File: src/rtl/rng_health_fifo.sv
// Decimating health-checked consumer of the 64-bit LFSR entropy source.
// Healthy samples go into a first-word-fall-through FIFO; a failed sample flushes it and raises a sticky alarm.
module rng_health_fifo #(
  parameter int unsigned DEPTH      = 8,
  parameter int unsigned SAMPLE_DIV = 64,
  parameter int unsigned REP_LIMIT  = 4
) (
  input  logic                     clk,
  input  logic                     rst,
  input  logic                     enable_i,
  input  logic [63:0]              entropy_i,
  input  logic                     entropy_valid_i,
  output logic [63:0]              data_o,
  output logic                     valid_o,
  input  logic                     ready_i,
  output logic [$clog2(DEPTH):0]   count_o,
  output logic                     alarm_o,
  output logic                     reseed_req_o,
  input  logic                     clear_i
);

  localparam int unsigned AW = $clog2(DEPTH);
  localparam int unsigned CW = (SAMPLE_DIV > 1) ? $clog2(SAMPLE_DIV) : 1;
  localparam int unsigned RW = $clog2(REP_LIMIT) + 1;
  localparam logic [CW-1:0] DIV_LAST = CW'(SAMPLE_DIV - 1);
  localparam logic [RW-1:0] REP_FAIL = RW'(REP_LIMIT - 1);
  localparam logic [AW:0]   FULL     = (AW+1)'(DEPTH);

  typedef enum logic {
    RUN,
    ALARM
  } state_t;

  state_t state_q, state_d;

  logic [63:0]   mem [DEPTH];
  logic [AW-1:0] wr_ptr, rd_ptr;
  logic [AW:0]   count;

  logic [CW-1:0] div_cnt;
  logic [RW-1:0] rep_cnt;
  logic [RW-1:0] rep_next;
  logic          have_last;
  logic [63:0]   last_word;
  logic          reseed_q;

  logic qualify, strobe, is_zero, is_rep, rep_fail, fail, pass, push, pop;

  always_comb begin
    qualify  = (state_q == RUN) && enable_i && entropy_valid_i;
    strobe   = qualify && (div_cnt == DIV_LAST);
    is_zero  = (entropy_i == '0);
    is_rep   = have_last && (entropy_i == last_word);
    rep_next = rep_cnt + 1'b1;
    rep_fail = is_rep && (rep_next == REP_FAIL);
    fail     = strobe && (is_zero || rep_fail);
    pass     = strobe && !fail;
    valid_o  = (state_q == RUN) && (count != '0);
    pop      = valid_o && ready_i;
    // A full FIFO still accepts a sample when the head leaves in the same cycle.
    push     = pass && ((count != FULL) || pop);
  end

  always_comb begin
    state_d = state_q;
    case (state_q)
      RUN:     if (fail) state_d = ALARM;
      ALARM:   if (clear_i) state_d = RUN;
      default: state_d = RUN;
    endcase
  end

  always_ff @(posedge clk) begin
    if (rst) begin
      state_q  <= RUN;
      reseed_q <= 1'b0;
    end else begin
      state_q  <= state_d;
      reseed_q <= fail;
    end
  end

  always_ff @(posedge clk) begin
    if (push) mem[wr_ptr] <= entropy_i;
  end

  always_ff @(posedge clk) begin
    if (rst || fail) begin
      wr_ptr <= '0;
      rd_ptr <= '0;
      count  <= '0;
    end else begin
      if (push) wr_ptr <= wr_ptr + 1'b1;
      if (pop)  rd_ptr <= rd_ptr + 1'b1;
      case ({push, pop})
        2'b10:   count <= count + 1'b1;
        2'b01:   count <= count - 1'b1;
        default: count <= count;
      endcase
    end
  end

  always_ff @(posedge clk) begin
    if (rst) begin
      div_cnt   <= '0;
      rep_cnt   <= '0;
      have_last <= 1'b0;
      last_word <= '0;
    end else if (state_q == ALARM) begin
      div_cnt <= '0;
      if (clear_i) begin
        rep_cnt   <= '0;
        have_last <= 1'b0;
      end
    end else if (qualify) begin
      div_cnt <= strobe ? '0 : div_cnt + 1'b1;
      if (strobe) begin
        rep_cnt <= is_rep ? rep_next : '0;
        if (pass) begin
          last_word <= entropy_i;
          have_last <= 1'b1;
        end
      end
    end
  end

  assign data_o       = valid_o ? mem[rd_ptr] : '0;
  assign count_o      = count;
  assign alarm_o      = (state_q == ALARM);
  assign reseed_req_o = reseed_q;

endmodule
File: config.mk
export PLATFORM = sky130hd
export DESIGN_NAME = rng_health_fifo
export DESIGN_NICKNAME = d
export VERILOG_FILES = /design/src/rtl/rng_health_fifo.sv
export SDC_FILE = /design/constraint.sdc
export NUM_CORES = 1
export LEC_CHECK = 0
export BUFFER_PORTS_ARGS = -buffer_cell sky130_fd_sc_hd__buf_2
export CAP_MARGIN = 20
export CORE_MARGIN = 2
export CORE_UTILIZATION = 60
export CTS_CLUSTER_DIAMETER = 120
export CTS_CLUSTER_SIZE = 12
export DETAILED_ROUTE_END_ITERATION = 6
export GPL_ROUTABILITY_DRIVEN = 0
export HOLD_SLACK_MARGIN = 0.03
export MAX_ROUTING_LAYER = met4
export PLACE_DENSITY = 0.89
export SYNTH_ARGS = -nofsm -noshare
export SYNTH_HDL_FRONTEND = slang
export SYNTH_SLANG_ARGS = --single-unit
File: constraint.sdc
create_clock -name clk -period 10.58 [get_ports clk]
set_input_delay 1.587 -clock clk [delete_from_list [all_inputs] [get_ports clk]]
set_output_delay 1.587 -clock clk [all_outputs]
set_load 0.02 [all_outputs]
; Yosys cells after proc, flatten, opt, wreduce, memory -nomap -nowiden
; Memory sizes are Yosys's and may differ from the RTL's. A register that Yosys moved wholly into a read port is not among the register bits.
; Index checks and enable logic that the tools add are counted.
[op_classes]
addsub = 6
eq_ne = 7
muxes = 20
bitwise = 1
reduce_logical = 24
[ops]
columns = op, n
row1 = $eq 64x64->1, 1
row2 = $logic_not 64->1, 1
row3 = $mux 64, 1
row4 = $mux 3, 7
row5 = $logic_and 1x1->1, 10
row6 = $add 3x1->3 const B, 3
row7 = $mux 1, 9
row8 = $pmux 4 s2, 1
row9 = $reduce_and 4->1, 2
row10 = $reduce_bool 2->1, 4
row11 = $add 6x1->6 const B, 1
row12 = $eq 6x6->1 const B, 1
row13 = $mux 6, 1
row14 = $add 4x1->4 const B, 1
row15 = $ne 4x4->1 const B, 1
row16 = $reduce_bool 4->1, 1
row17 = $sub 4x1->4 const B, 1
row18 = $eq 3x2->1 const B, 1
row19 = $logic_or 1x1->1, 3
row20 = $reduce_and 3->1, 1
row21 = $eq 2x1->1 const B, 1
row22 = $eq 2x2->1 const B, 1
row23 = $ne 2x2->1 const B, 1
row24 = $pmux 1 s2, 1
row25 = other kinds (3), 3
[word_totals]
ff_bits = 86
ramBits = 512
in_bits = 70
out_inout_bits = 71
memories = 1
[mem_list]
columns = memory, words, width, rd, rd_ports_with_merged_regs, wr, line
row1 = mem, 8, 64, 1, 1, 1, 36  ; logic [63:0] mem [DEPTH];

; Longest topological paths before layout
[depth]
depth_word = 11
mapped_depth = 13

; Worst setup path after synthesis
; Ideal clock, no wire load.
[synth_path]
path_type = input port to flip-flop
from = input port entropy_valid_i
to = memory mem[4][0], enable pin
t_arrival_ns = 7.370
setup_slack_ns = 2.632
stages = 6
cell_sequence = and3_1 -> nand3_1 -> nor2_1 -> o31ai_2 -> or3_1 -> nor3b_1
[synth_via]
elab_chain_len = 8
[synth_lines]
columns = element, line
row1 = from (decl), 12  ; input logic entropy_valid_i,
row2 = $logic_and 1x1->1 *, 50  ; qualify = (state_q == RUN) && enable_i && entropy_valid_i;
row3 = $logic_and 1x1->1 *, 51  ; strobe = qualify && (div_cnt == DIV_LAST);
row4 = $logic_and 1x1->1, 56  ; fail = strobe && (is_zero || rep_fail);
row5 = $logic_not 1->1, 57  ; pass = strobe && !fail;
row6 = $logic_and 1x1->1 *, 57
row7 = $logic_and 1x1->1 *, 61  ; push = pass && ((count != FULL) || pop);
row8 = $mux 1 *, 84  ; if (push) mem[wr_ptr] <= entropy_i;
row9 = $mux 1 (implied by the code) *, 84
row10 = to (decl), 36
; Mark *: on every way between the ends. The rest lies on a longest branch, timed or not.

==> flow_summary.ini <==
[cts]
clock_latency_ns = 0.59
cts_setup_buffers = 0
htree_levels = 2
cts_buffers = 56
cts_hold_buffers = 0
cts_sinks = 601
ctsResizeCount = 0
clkSlewWorstSetupHoldPaths_ns = 0.07
clockRootBuffer = clkbuf_16
tritoncts = built
clock_path_buffers = 3

[detailed_routing]
dr.pass1.iters = 6
post_drt_wl_per_cell_um = 26.9
route.detailed.drc = 0
vias_per_cell = 6.38
routed-via-count = 13100
drt_iter0_markers = 1601
antenna_left = 0
routed_wl_um = 55100

[yosys]
syn_area_um2 = 23900
synth_top_area_share_pct = 64.3
yosysWarnings = 0
synthCells = 1317
synth_edf_count = 512
synthDistinctLibCells = 48
syn_avg_cell_area_um2 = 18.2
synth_flop_cell = edfxtp_1
synth_top_cell_by_area = edfxtp_1
synthArstFlopShare_pct = 0
ys_seq_area_share_pct = 71.8
syn-num-nets = 1395
yosys-top-cells-area = edfxtp_1 (64%), mux4_2 (12%), dfxtp_1 (7.5%), mux2i_1 (5.6%), nor2_1 (2.3%)
ys_seq_elements = 601

[setup_path]
critical_path_class = flop to output port
critPathTopFamily = buffers and inverters
max_stage_delay_ns = 0.94
crit_path_end_kind = output port
reg2reg_slack_ns = 6.65
critPathRequiredTime_ns = 8.99
worst-path-buf-inv = 2
worstPathMaxFanout = 66
cp_slowest_cell = dfxtp_4
cp.arrival_ns = 3.47
setup.worst_path.start_class = flop
crit_path_cell_trace = buf_4 -> mux4_2 -> mux2i_1 -> nor2_1 -> buf_2

[final_layout]
fin_util_pct = 67.9
final_area_um2 = 26900
drive_gt1_share_pct = 24.3
n_fill_cell = 2333
syn_to_final_growth_pct = 12.3
nets = 1552

[die]
die_w_um = 204
die_h_um = 204
dieArea_um2 = 41500
num_io_pins = 141
start_util_pct = 60.5
core-area_um2 = 39500
row_count = 73

[power_and_ir_drop]
ir_drop_mv = 0.131
power.total_mw = 5.37
p_leak_nw = 8.43
powerDensity_nw_per_um2 = 200

[timing]
setup_tns_ns = 0
fin_crit_ns = 5.06
period_share_pct = 47.8
drv_slew = 0
max_slew_margin_pct = 30.1
worstMarginPinSlew_ns = 1.04
timing.fmax_mhz = 198
setup_viol = 0
rsz0062_at_grt = false
hold_violations = 0
finalClockSkew_ns = 0.0304

[outcome]
status = finished, final reports clean

[worst_hold_path]
hp-class = flop to flop

[grt]
grt_pass1_wl_um = 82000
grt_pass1_vias = 13400
track_usage_pct = 27.7
grt_max_degree = 78
grt-ovfl-total = 0
antenna_found_initial = 5

[placement]
dp_hpwl_um = 31500
dpl_cell_area_um2 = 25200
portBuffers = 140

[job]
drv_cap = 0
==> final cells by class <==
class,count,area [um^2],share of cell area (%)
clock inverters,3,36.3,0.135
flip-flops and latches,601,17200,63.9
diodes,5,12.5,0.0466
repair buffers,162,886,3.30
clock buffers,101,1570,5.86
inverters,13,48.8,0.182
well taps,525,657,2.45
multi-input cells,640,6470,24.1
==> layer usage <==
| metal | wire length (um) | track usage [%] | share of wire [%] | up-vias |
|---|---|---|---|---|
| li1 | - | - | - | 5521 |
| met1 | 20100 | 35.8 | 37 | 6605 |
| met2 | 28500 | 44.9 | 52 | 799 |
| met3 | 4540 | 3.99 | 8.2 | 154 |
| met4 | 1930 | 10.9 | 3.5 | 0 |
| met5 | 0 | - | 0 | - |
==> sequential cells by signal, indices dropped and copies added (netlist names), 3 cells and up, named ones only <==
register	cells
mem	512
count_o	4
wr_ptr	3
rd_ptr	3
last_word	64
div_cnt	6
rep_cnt	3
==> power by group <==
group | switching [mW] | total (mW) | internal (mW)
clock network | 0.811 | 1.81 | 1.00
logic | 0.555 | 0.944 | 0.389
registers | 0.0437 | 2.62 | 2.57
==> synthesized netlist by cell type (3+ instances only) <==
cell,number
nor2_1,145
nand2b_1,9
buf_1,21
nand4_1,23
nor3b_1,5
clkbuf_1,32
mux4_2,128
mux2i_1,134
inv_1,12
o21ai_0,6
and2_1,5
nand3_1,8
nor2b_1,11
xnor2_1,55
a21oi_1,11
nand2_1,15
xor2_1,6
buf_2,6
edfxtp_1,512
nor3_1,12
and3_1,4
or3_1,3
ha_1,7
nor4_1,27
buf_6,4
dfxtp_1,89
==> worst reg2reg max path, cell delays in order (launching register included) <==
cell and delay [ns]:
dfxtp_1 0.33, xnor2_1 0.37, nand4_1 0.18, nor4_1 0.37
nand4_2 0.25, o31ai_2 0.77, nand2_1 0.21, inv_1 0.13
ha_1 0.23, a21o_1 0.18, a21oi_1 0.18, nor3_1 0.06
mux2i_1 0.18, mux2_2 0.36
==> kinds of logic (layout without fill, tap and decap cells) <==
group,after synthesis,after routing,synth area share [%]
other,0,5,0
buffers and inverters,76,279,1.35
AOI/OAI and AO/OA,31,31,0.869
xor gates and xnor gates,61,61,2.23
DFF,601,601,71.8
adders and majority gates,8,8,0.450
and+or+nand+nor,276,276,5.57
muxes,264,264,17.8
==> cell usage in the layout, fill, tap and decap left out, drive strengths merged, types with 2 or more instances in the layout <==
cell     synthesis  routed
edfxtp         512     512
buf             31     162
nor2           145     145
mux2i          134     134
mux4           128     128
clkbuf          32     101
dfxtp           89      89
xnor2           55      55
nor4            28      28
nand4           24      24
nand2           15      15
inv             13      15
nor3            12      12
nor2b           11      11
a21oi           11      11
nand2b           9       9
nand3            8       8
ha               7       7
xor2             6       6
o21ai            6       6
diode            0       5
and2             5       5
nor3b            5       5
and3             4       4
or3              3       3
a2111o           2       2
o2111ai          2       2
or4              2       2
a31oi            2       2
mux2             2       2
==> final timing paths <==
kind	startpoint	end	depth (start not counted)
worst max register to register	last_word[7]$_SDFFE_PP0P_	count_o[3]$_SDFFE_PP0P_	13
worst min-delay path	rep_cnt[1]$_SDFFE_PP0P_	rep_cnt[1]$_SDFFE_PP0P_	2
worst max-delay path	flop	data_o[60]	5
worst min register to register	rep_cnt[1]$_SDFFE_PP0P_	rep_cnt[1]$_SDFFE_PP0P_	2
==> through the flow <==
step | worst slack, ns | std cells | hold WS, ns
2_1_floorplan | 2.63 | 1317 | 0.450
3_3_place_gp | 5.55 | 1940 | 0.458
3_5_place_dp | 5.39 | 1940 | 0.465
4_1_cts | 5.28 | 2044 | 0.494
5_1_grt | 5.37 | 2050 | 0.523
6_report | 5.52 | 2050 | 0.497
Note: power is estimated with default switching activity, not from simulation.
